$ cat src/rtl/tone_seq_pkg.sv
// tone_seq_pkg: shared FSM states, ms tick divider and 100 MHz note half-periods for tone_sequencer
package tone_seq_pkg;
  typedef enum logic [1:0] {IDLE, LOAD, PLAY, DONE} state_t;
  localparam int G4_HALF = 127551;
  localparam int A4_HALF = 113636;
  localparam int C5_HALF = 95556;
  localparam int E5_HALF = 75843;
  function automatic int ms_tick_div(input int clk_hz);
    return clk_hz / 1000;
  endfunction
endpackage

$ cat src/rtl/tone_sequencer_tone_divider.sv
// tone_divider: half-period counter plus toggle flop; half==0 holds the wave low
module tone_divider #(
  parameter int HALF_W = 18
) (
  input logic clk,
  input logic rst,
  input logic clr,
  input logic en,
  input logic [HALF_W-1:0] half,
  output logic wave
);
  logic [HALF_W-1:0] cnt;
  logic wrap;
  assign wrap = cnt == half - 1'b1;
  always_ff @(posedge clk)
    if (rst || clr) begin
      cnt <= '0;
      wave <= 1'b0;
    end else if (en && half != '0) begin
      cnt <= wrap ? '0 : cnt + 1'b1;
      wave <= wrap ? ~wave : wave;
    end
endmodule

$ cat src/rtl/tone_sequencer.sv
// tone_sequencer: programmable note-sequence square-wave player for the PmodAMP2.
// Define TONE_SEQ_VOLUME_EN to add a 3-bit PWM volume input.
module tone_sequencer
  import tone_seq_pkg::*;
#(
  parameter int CLK_HZ = 100_000_000,
  parameter int NUM_NOTES = 8,
  parameter int HALF_W = 18,
  parameter int DUR_W = 10,
  parameter bit GAIN_HI = 1'b1
) (
  input logic clk,
  input logic rst,
  input logic start,
  input logic stop,
  input logic loop_en,
`ifdef TONE_SEQ_VOLUME_EN
  input logic [2:0] volume,
`endif
  input logic wr_en,
  input logic [$clog2(NUM_NOTES)-1:0] wr_addr,
  input logic [HALF_W-1:0] wr_half,
  input logic [DUR_W-1:0] wr_dur,
  output logic audio_out,
  output logic amp_gain,
  output logic amp_shdn,
  output logic busy,
  output logic done,
  output logic [$clog2(NUM_NOTES)-1:0] note_idx
);
  localparam int AW = $clog2(NUM_NOTES);
  localparam int DIV = ms_tick_div(CLK_HZ);
  localparam int PW = $clog2(DIV + 1);
  localparam logic [AW-1:0] LAST = AW'(NUM_NOTES - 1);
  state_t state;
  logic [HALF_W-1:0] half_mem [NUM_NOTES];
  logic [DUR_W-1:0] dur_mem [NUM_NOTES];
  logic [HALF_W-1:0] cur_half;
  logic [DUR_W-1:0] cur_dur, ms;
  logic [PW-1:0] pre;
  logic ms_wrap, note_end, tone_clr, wave;
  assign ms_wrap = pre == PW'(DIV - 1);
  assign note_end = state == PLAY && ms_wrap && ms == cur_dur - 1'b1;
  // clearing on the exit edge keeps audio low through the following LOAD/IDLE cycle
  assign tone_clr = stop || state != PLAY || note_end;
  assign amp_gain = GAIN_HI;
  assign amp_shdn = busy;
  always_ff @(posedge clk)
    if (wr_en) begin
      half_mem[wr_addr] <= wr_half;
      dur_mem[wr_addr] <= wr_dur;
    end
  always_ff @(posedge clk)
    if (rst || stop) begin
      state <= IDLE;
      busy <= 1'b0;
      done <= 1'b0;
      note_idx <= '0;
    end else begin
      done <= 1'b0;
      case (state)
        IDLE: if (start) begin
          state <= LOAD;
          busy <= 1'b1;
          note_idx <= '0;
        end
        LOAD: if (dur_mem[note_idx] != '0) begin
          state <= PLAY;
          cur_half <= half_mem[note_idx];
          cur_dur <= dur_mem[note_idx];
          pre <= '0;
          ms <= '0;
        end else if (loop_en && note_idx != '0) begin
          note_idx <= '0;
        end else begin
          state <= DONE;
          busy <= 1'b0;
          done <= 1'b1;
        end
        PLAY: begin
          pre <= ms_wrap ? '0 : pre + 1'b1;
          ms <= ms_wrap ? ms + 1'b1 : ms;
          if (note_end && (note_idx != LAST || loop_en)) begin
            state <= LOAD;
            note_idx <= note_idx != LAST ? note_idx + 1'b1 : '0;
          end else if (note_end) begin
            state <= DONE;
            busy <= 1'b0;
            done <= 1'b1;
          end
        end
        default: state <= IDLE;
      endcase
    end
  tone_divider #(.HALF_W(HALF_W)) u_div (
    .clk(clk),
    .rst(rst),
    .clr(tone_clr),
    .en(state == PLAY),
    .half(cur_half),
    .wave(wave)
  );
`ifdef TONE_SEQ_VOLUME_EN
  logic [2:0] frame;
  always_ff @(posedge clk)
    frame <= (rst || tone_clr) ? 3'd0 : frame + 3'd1;
  assign audio_out = wave && frame <= volume;
`else
  assign audio_out = wave;
`endif
endmodule

$ cat config.mk
export PLATFORM = sky130hd
export DESIGN_NAME = tone_sequencer
export DESIGN_NICKNAME = d
export VERILOG_FILES = /design/src/rtl/tone_seq_pkg.sv /design/src/rtl/tone_sequencer_tone_divider.sv /design/src/rtl/tone_sequencer.sv
export SDC_FILE = /design/constraint.sdc
export NUM_CORES = 1
export LEC_CHECK = 0
export BUFFER_PORTS_ARGS = -buffer_cell sky130_fd_sc_hd__buf_2
export CORE_MARGIN = 8
export CORE_UTILIZATION = 50
export DETAILED_ROUTE_END_ITERATION = 7
export PLACE_DENSITY = 0.73
export SETUP_SLACK_MARGIN = 0.02
export SLEW_MARGIN = 40
export SYNTH_ARGS = -nofsm -noshare
export SYNTH_HDL_FRONTEND = slang
export SYNTH_SLANG_ARGS = --single-unit
export TNS_END_PERCENT = 100
$ cat constraint.sdc
create_clock -name clk -period 6.3 [get_ports clk]
set_clock_uncertainty 0.1 [all_clocks]
set_input_delay 1.26 -clock clk [delete_from_list [all_inputs] [get_ports clk]]
set_output_delay 1.26 -clock clk [all_outputs]
set_load 0.01 [all_outputs]
==> summary.txt, run 1 <==
STA
  – Fin crit period: between 3 and 4 ns
  – Setup TNS: 0 ns
  – Final worst path period share: 58.8%
  – Hold Vio Cnt, Final: 0
  – Max Fclk: 0.270 GHz
  – Slew @ Worst Pin: 0.745 ns
  – RSZ-0062 raised after global routing: false
  – Slew Viols, Final: 0
  – Final Setup Violations: 0
  – Slew margin rel.: 50.2%

Clock network
  – Clk pin slew, worst setup/hold paths: 0.06 ns
  – Postcts setup bufs: 0
  – Clock root buffer: clkbuf_16
  – Hold-fix buffers at CTS: 0
  – CTS tree: done
  – Worst-Skew Late Latency: 0.56 ns
  – H-tree depth: 1
  – Clk buf depth: 3
  – TritonCTS Buffers: 31
  – CTS Sinks: 308
  – Resized cells post-CTS: 0

Logic synthesis
  – Seq/Total Area, Yosys: 67.6%
  – Area leader, netlist: edfxtp_1
  – Syn Area/Cell: around 16 sq um
  – Post-synth top area share: 63.2%
  – Area contributors post-synth: edfxtp_1, mux4_2, dfxtp_1, xnor2_1, nor2_1
  – Main synth FF type: edfxtp_1
  – Synth Register Bits: 308
  – Cell variety after synth: 65
  – Post-synth EDFFs: 279
  – Syn Inst Count: 836
  – Syn Nets: 887
  – Mapped cell area: 13,200 sq um
  – Yosys warns: 0
  – Ys async rst share: 0%

Worst setup path
  – Kind of critical path: reg2reg
  – Reg2reg setup slack: 2.59 ns
  – Arrival time at the worst endpoint: 3.87 ns
  – CP endpoint kind: register
  – Max FO, Critical Path: 22
  – Req. time, crit path: about 6.5 ns
  – Type of element launching the critical path: register

Finish
  – Share of cells above drive strength 1: 21.6%
  – Final nets: about 950
  – Core Util, Final: 58.1%
  – Cell area after layout: 15,100 sq um
  – Commonest non-fill, non-tap cell in the layout: edfxtp_1
  – P&R area growth vs syn: 14.3%
  – Most frequent cells in the layout: edfxtp_1, nor2_1, mux4_2, buf_2, xnor2_1
  – N_diodes: 0

Routing
  – DR vias/cell: 5.69
  – Post-route ant nets: 0
  – Router iterations before antenna repair: 4
  – Avg WL per Cell: 19.9 um
  – Residual DRC: 0
  – Total routed wirelength: roughly 25,000 um
  – Drt initial violations: 483
  – Vias: 7,173

Placement
  – I/O Buffers: 43
  – Global placer's final weighted congestion: roughly 0.84
  – Dpl hpwl: 16,100 um
  – Cell Area, Placed: roughly 14,000 sq um

Global routing
  – GRT overflow: 0
  – Initial antenna violation count: 2
  – Vias in the first global route: 7,489
  – Largest net degree at the start of global routing: 42
  – Total GRT Usage: 16.1%
  – Global-route wire length before repair: 40,200 um

Status
  – Status: finished, final reports clean

Run
  – Max-Cap Viols: 0

Power and ir drop
  – Peak VDD IR: 0.000222 V
  – Pleak: 4.89 nW
  – Power density cells: 285 nW/um^2

Worst hold path
  – Worst Hold Class: reg2reg

Floorplanning
  – Starting Density: 50.8%
  – Die X-Extent: 179 um
  – Die Height: 179 um
  – Core area: 26,100 sq um
  – I/O pin count: 45
  – Row count: 59
  – Die Area: 32,000 sq um
-- layout make-up --
type                            instances  area (sq um)
Fill cell                            1943         10900
Sequential cell                       308          8960
Multi-Input combinational cell        478          4130
Clock buffer                           36           795
Timing Repair Buffer                   62           482
Tap cell                              335           419
Clock inverter                         21           274
Inverter                               20          75.1
-- cells by family after synthesis --
kind of cell	after synthesis	synth area share, %
other	1	0.0283
adder cells (fa/ha/maj)	14	1.32
AND/OR/NAND/NOR	246	9.73
buffers and inverters	50	1.61
AO/OA/AOI/OAI	56	2.89
XOR/XNOR	68	4.50
multiplexers	93	12.3
flip-flops	308	67.6
-- power by group --
| part | internal, W | leakage [nW] | switching, W |
|---|---|---|---|
| Clock | 0.00115 | 0.506 | 0.000743 |
| Sequential | 0.00228 | 2.78 | 0.0000196 |
| Combinational | 0.0000511 | 1.61 | 0.0000751 |
-- cell usage after synthesis (2+ instances only) --
cell,n
ha_1,14
and3_1,15
and2_1,4
buf_1,6
and4_1,3
buf_4,2
mux2_2,24
clkbuf_1,17
or3_1,5
nand3b_1,4
o21ai_0,11
inv_1,20
dfxtp_1,29
nand2b_1,12
nor4_1,7
mux2i_1,17
nand2_1,29
nand4_1,11
o21a_1,2
mux4_1,5
nor3b_1,2
edfxtp_1,279
nand4b_1,4
nor4bb_1,2
mux4_2,47
nand3_1,34
xor2_1,33
buf_2,2
nor2_1,79
or2_2,2
buf_6,2
a31oi_1,2
xnor2_1,35
o22ai_1,3
a21oi_1,15
nor2b_1,5
a22o_1,4
o31ai_1,2
or4_1,8
nor3_1,12
nor4b_1,3
-- per-layer routing --
layer	share of wire [%]	wire [um]	GRT usage [%]
met5	0.068	17	0
met4	1.6	395	3.96
met3	4.8	1190	2.67
met2	49	12200	26.9
met1	45	11200	21.6
-- path summary, 6_finish.rpt --
kind | depth (start not counted) | to | from
max | 9 | ms[4] | register
min | 2 | u_div.wave | u_div.wave
max reg2reg | 9 | ms[4] | register
min reg2reg | 2 | u_div.wave | u_div.wave
-- registers in the layout, summed over array words and instances (netlist names), 3 cells and up, named ones only --
| name | count |
|---|---|
| u_div.cnt | 18 |
| ms | 10 |
| pre | 17 |
| note_idx | 3 |
| cur_dur | 10 |
| dur_mem | 80 |
| cur_half | 18 |
| half_mem | 144 |
-- stage by stage --
stage	cells	setup WS [ns]	total power [W]	hold slack (ns)
after floorplan	836	2.37	0.00241	0.395
after global placement	1192	2.52	0.00246	0.424
after detailed placement	1203	2.45	0.00247	0.432
after CTS	1260	2.45	0.00436	0.446
after global routing	1260	2.35	0.00446	0.480
final	1260	2.59	0.00432	0.443
-- critical path: stages, from the launching register on --
cell	delay, ns
dfxtp_1	0.31
buf_4	0.34
mux4_1	0.60
mux2_2	0.32
or4_4	0.56
nor4b_4	0.39
and2_1	0.21
nor2_1	0.05
buf_4	0.21
and2_1	0.32
Note: power is estimated with default switching activity, not from simulation.
==> run 2: changes to the inputs <==
==> constraint.sdc (replaced) <==
create_clock -name clk -period 3.7 [get_ports clk]
set_clock_uncertainty 0.1 [all_clocks]
set_input_delay 0.74 -clock clk [delete_from_list [all_inputs] [get_ports clk]]
set_output_delay 0.74 -clock clk [all_outputs]
set_load 0.01 [all_outputs]
==> summary.txt, run 2 (synthesis gave the netlist of run 1 again) <==
Status
  – Status: finished, final reports clean

Clock network
  – Postcts setup bufs: 0
  – Clk buf depth: 3
  – Hold-fix buffers at CTS: 0
  – H-tree depth: 2
  – Resized cells post-CTS: 0
  – Clk pin slew, worst setup/hold paths: approximately 0.06 ns
  – Clock root buffer: clkbuf_16
  – CTS tree: done
  – TritonCTS Buffers: 34
  – Worst-Skew Late Latency: 0.52 ns
  – CTS Sinks: a little over 300

Finish
  – Most frequent cells in the layout: edfxtp_1, nor2_1, mux4_2, buf_2, xnor2_1
  – P&R area growth vs syn: 13.6%
  – Cell area after layout: about 15,000 sq um
  – Share of cells above drive strength 1: 21.4%
  – N_diodes: 0
  – Commonest non-fill, non-tap cell in the layout: edfxtp_1
  – Final nets: ~960
  – Biggest register: half_mem
  – Leading registers by flop count: half_mem: 144 flops, dur_mem: 80 flops
  – Largest register FFs: roughly 140

STA
  – Max Fclk: 0.304 GHz
  – Slew margin rel.: 57.4%
  – Slew @ Worst Pin: 0.638 ns
  – Slew Viols, Final: 0
  – Hold WS: approximately 0.39 ns
  – Final worst path period share: 89.0%
  – Final Setup Violations: 0
  – RSZ-0062 raised after global routing: false
  – Hold Vio Cnt, Final: 0
  – Fin crit period: 3.29 ns
  – Setup TNS: 0 ns
  – Setup WS post-layout: 0.409 ns

Worst setup path
  – Kind of critical path: reg2reg
  – Worst Setup SP: cur_half[0]
  – R2r startpoint: cur_half[0]
  – CP endpoint kind: register
  – CP endpoint: u_div.cnt[4]
  – Reg2reg setup slack: 0.41 ns
  – Arrival time at the worst endpoint: 3.57 ns
  – Worst reg2reg path endpoint: u_div.cnt[4]
  – Req. time, crit path: about 4 ns
  – Type of element launching the critical path: register
  – R2R depth: 10
  – Max FO, Critical Path: 16

Placement
  – Setup slack at placement: 0.410 ns
  – Dpl hpwl: 15,400 um
  – Global placer's final weighted congestion: 0.808
  – Cell Area, Placed: 13,900 sq um
  – I/O Buffers: 43

Run
  – Max-Cap Viols: 0

Floorplanning
  – Die Height: 179 um
  – Row count: 59
  – Starting Density: between 50% and 60%
  – Core area: approximately 26,000 sq um
  – Die X-Extent: 179 um
  – Die Area: 32,000 sq um
  – I/O pin count: 45

Worst hold path
  – HP Start: wr_half[10]
  – Worst Hold Class: in2reg

Power and ir drop
  – Power density cells: 492 nW/um^2
  – Pleak: 4.88 nW
  – Overall power: 0.00739 W
  – Peak VDD IR: 0.000446 V

Global routing
  – GRT overflow: 0
  – Global-route wire length before repair: 40,700 um
  – Vias in the first global route: 7,320
  – Largest net degree at the start of global routing: 39
  – Total GRT Usage: 16.4%
  – Initial antenna violation count: 6

Routing
  – Post-route ant nets: 0
  – Router iterations before antenna repair: 5
  – Drt initial violations: 489
  – Total routed wirelength: 25,200 um
  – DR vias/cell: approximately 5.7
  – Avg WL per Cell: between 15 and 20 um
  – Residual DRC: 0
  – Vias: about 7,200
run 2: changes by cell type in the layout (fill, tap and decap cells not counted), sizes merged:
cell / previous run / this run
clkbuf: 36 / 44
bufinv: 6 / 3
clkinvlp: 4 / 2
clkinv: 9 / 10
run 2: area by class of cell:
| type | count | area (sq um) |
|---|---|---|
| Fill cell | 1941 | 11000 |
| Sequential cell | 308 | 8960 |
| Multi-Input combinational cell | 478 | 4130 |
| Clock buffer | 44 | 888 |
| Tap cell | 335 | 419 |
| Timing Repair Buffer | 62 | 358 |
| Clock inverter | 17 | 208 |
| Inverter | 20 | 75.1 |
run 2: per-layer routing:
layer / up-vias / share of wire, % / GRT usage [%]
met2: 207 / 48 / 26.1
li1: 3375 / - / -
met5: - / 0.27 / 0
met4: 12 / 1.8 / 4.99
met1: 3593 / 44 / 22.3
met3: 46 / 6.4 / 3.71
run 2: how the worst min path moves through the flow:
stage	depth (start not counted)	slack, ns	endpoint
2_1_floorplan	2	0.39	u_div.cnt[1]
3_3_place_gp	2	0.45	u_div.cnt[17]
3_5_place_dp	2	0.47	u_div.cnt[1]
4_1_cts	1	0.36	half_mem[7][10]
5_1_grt	1	0.37	half_mem[0][9]
6_report	1	0.39	half_mem[7][10]
run 2: per-stage QoR:
stage               cells  util [%]
finish               1264      57.7
global route         1264      57.7
CTS                  1264      57.7
detailed placement   1203      53.5
global placement     1203      53.5
floorplan             836         -
run 2: power breakdown:
group	switching [W]	internal (W)	total (W)
registers	0.0000334	0.00389	0.00392
logic	0.000126	0.0000792	0.000205
clock network	0.00134	0.00194	0.00327
total	0.00149	0.00590	0.00739
run 2: worst max-delay path, cell delays in order, from the launching register on:
cell and delay [ns]:
edfxtp_1 0.44, inv_1 0.11, ha_1 0.19, or3b_2 0.51
o31ai_1 0.29, a21oi_1 0.10, a31o_2 0.22, nor4_1 0.43
nand4_1 0.21, nand2_1 0.46, nor2_1 0.11
==> run 3: changes to the inputs <==
--- a/config.mk
+++ b/config.mk
@@ -14,5 +14,6 @@
 export SLEW_MARGIN = 40
 export SYNTH_ARGS = -nofsm -noshare
 export SYNTH_HDL_FRONTEND = slang
+export SYNTH_HIERARCHICAL = 1
 export SYNTH_SLANG_ARGS = --single-unit
 export TNS_END_PERCENT = 100
==> summary.txt, run 3 <==
Status
  – Status: finished, final reports clean

Routing
  – Vias: 7,032
  – Avg WL per Cell: 19.9 um
  – Drt initial violations: around 530
  – Post-route ant nets: 0
  – Residual DRC: 0
  – Router iterations before antenna repair: 5
  – DR vias/cell: approximately 5.7
  – Total routed wirelength: ~25,000 um

STA
  – Slew margin rel.: 51.2%
  – Max Fclk: 0.303 GHz
  – Setup TNS: 0 ns
  – Final Setup Violations: 0
  – RSZ-0062 raised after global routing: false
  – Setup WS post-layout: 0.402 ns
  – Fin crit period: 3.30 ns
  – Slew @ Worst Pin: around 0.73 ns
  – Hold Vio Cnt, Final: 0
  – Slew Viols, Final: 0
  – Final worst path period share: 89.1%

Logic synthesis
  – Main synth FF type: edfxtp_1
  – Yosys warns: 6
  – Top-count cell post-synth: edfxtp_1
  – Area contributors post-synth: edfxtp_1, mux4_2, dfxtp_1, xnor2_1, xor2_1
  – Ys async rst share: 0%
  – Mapped cell area: 13,100 sq um
  – Cell variety after synth: 64
  – Syn Area/Cell: 16.1 sq um
  – Area leader, netlist: edfxtp_1
  – Post-synth top area share: 63.7%
  – Synth Register Bits: 308
  – Syn Nets: 866
  – Synth cell count leaders: edfxtp_1, nor2_1, mux4_2
  – Post-synth EDFFs: 279
  – Seq/Total Area, Yosys: between 60 and 70%
  – Syn Inst Count: 816

Global routing
  – Total GRT Usage: 15.6%
  – Global-route wire length before repair: ~40,000 um
  – Largest net degree at the start of global routing: 35
  – Initial antenna violation count: 1
  – GRT overflow: 0
  – Vias in the first global route: 7,152

Clock network
  – Postcts setup bufs: 0
  – Hold-fix buffers at CTS: 0
  – Resized cells post-CTS: 0
  – CTS Sinks: 308
  – Clk buf depth: 3
  – H-tree depth: 1
  – CTS tree: done
  – TritonCTS Buffers: 31
  – Clock root buffer: clkbuf_16
  – Clk pin slew, worst setup/hold paths: 0.06 ns
  – Worst-Skew Late Latency: roughly 0.57 ns

Finish
  – Leading registers by flop count: half_mem: 144 flops, dur_mem: 80 flops
  – Commonest non-fill, non-tap cell in the layout: edfxtp_1
  – Largest register FFs: between 100 and 150
  – N_diodes: 0
  – Final nets: 932
  – Share of cells above drive strength 1: between 20% and 30%
  – # fillers: between 1,500 and 2,000
  – Most frequent cells in the layout: edfxtp_1, nor2_1, mux4_2, buf_2, xnor2_1
  – Biggest register: half_mem
  – P&R area growth vs syn: 12.7%

Floorplanning
  – Row count: between 50 and 60
  – Die Area: 31,700 sq um
  – Die X-Extent: roughly 180 um
  – I/O pin count: 45
  – Die Height: 178 um
  – Starting Density: 50.7%
  – Core area: roughly 26,000 sq um

Power and ir drop
  – Peak VDD IR: 0.000348 V
  – Power density cells: 482 nW/um^2
  – Pleak: 4.75 nW

Worst setup path
  – Type of element launching the critical path: register
  – Critical path buffer and inverter count: 0
  – Max FO, Critical Path: 10
  – R2R depth: 7
  – Req. time, crit path: 3.87 ns
  – Slowest stage delay, CP: 0.61 ns
  – Stages on worst setup path: 7
  – Arrival time at the worst endpoint: between 3 and 4 ns
  – CP endpoint: ms[4]
  – CP max-delay cell: dfxtp_1
  – Worst reg2reg path endpoint: ms[4]
  – Kind of critical path: reg2reg
  – Worst path cell trace: mux4_2 > mux2_2 > or4_4 > nor3_4 > nand3_1 > and3_1 > and2_1
  – Kind of cell adding the most delay to the critical path: simple AND/OR/NAND/NOR gates
  – Reg2reg setup slack: about 0.40 ns
  – CP endpoint kind: register

Placement
  – I/O Buffers: 43
  – Setup slack at placement: 0.398 ns
  – Dpl hpwl: 15,500 um
  – Global placer's final weighted congestion: 0.824

Worst hold path
  – Hold Path Depth: 1
  – Worst Hold Class: in2reg

Run
  – Max-Cap Viols: 0
[run 3: changes by cell type in the layout (fill, tap and decap cells not counted), moves of 4 or more]
cell	change
mux4_1	-4
nand3_1	-6
or4_1	-6
a22o_1	-4
clkbuf_1	-4
nor2_1	-7
clkinv_2	+4
xnor2_1	+6
and3_1	-8
nand2_1	+4
mux4_2	+4
[run 3: cells by family (layout without fill, tap and decap cells)]
logic type	after synthesis	count (layout)	synth area share [%]
muxes	89	89	12.0
and+or+nand+nor	216	216	8.46
DFF	308	308	68.1
adders and majority gates	13	13	1.24
buffers and inverters	52	143	1.91
AOI/OAI and AO/OA	61	61	3.21
other	1	1	0.0285
xor gates and xnor gates	76	76	5.06
[run 3: worst min path at each step]
| stage | from | to | slack, ns |
|---|---|---|---|
| global placement | state[0] | state[0] | 0.42 |
| floorplan | state[0] | state[0] | 0.40 |
| global route | wr_dur[5] | dur_mem[1][5] | 0.34 |
| detailed placement | u_div/wave | u_div/wave | 0.42 |
| CTS | wr_half[10] | half_mem[4][10] | 0.32 |
| finish | wr_half[10] | half_mem[4][10] | 0.34 |
[run 3: routing by layer]
metal  vias up  track usage, %  wire length (um)
met5         -               0                 0
met4         0            4.38               588
met3        41            2.75              1150
met2       135            26.8             12300
met1      3567            20.1             10700
li1       3289               -                 -
[run 3: where the power goes]
group | internal, W | switching [W]
Sequential | 0.00388 | 0.0000303
Clock | 0.00173 | 0.00129
Combinational | 0.0000786 | 0.000126
Total | 0.00569 | 0.00145
[run 3: layout make-up]
class / instances / area (sq um) / share of cell area, %
repair buffers: 61 / 350 / 2.36
inverters: 24 / 90.1 / 0.608
clock inverters: 19 / 168 / 1.13
clock buffers: 39 / 826 / 5.57
multi-input cells: 456 / 4000 / 27.0
well taps: 335 / 419 / 2.83
flip-flops and latches: 308 / 8960 / 60.5
[run 3: worst register-to-register path: cells and delay by family, from the launching register on]
family	cells	cell delay, ns
flops	1	0.61
mux	2	0.84
simple gates	5	1.44
[run 3: metrics by stage]
step | std cells | cell area (sq um) | utilization (%) | total power, W | hold WS [ns]
3_3_place_gp | 1184 | 13800 | 53.3 | 0.00419 | 0.422
3_5_place_dp | 1184 | 13800 | 53.3 | 0.00420 | 0.424
6_report | 1242 | 14800 | 57.2 | 0.00714 | 0.340
5_1_grt | 1242 | 14800 | 57.2 | 0.00735 | 0.339
2_1_floorplan | 816 | 13100 | - | 0.00409 | 0.400
4_1_cts | 1242 | 14800 | 57.1 | 0.00720 | 0.321
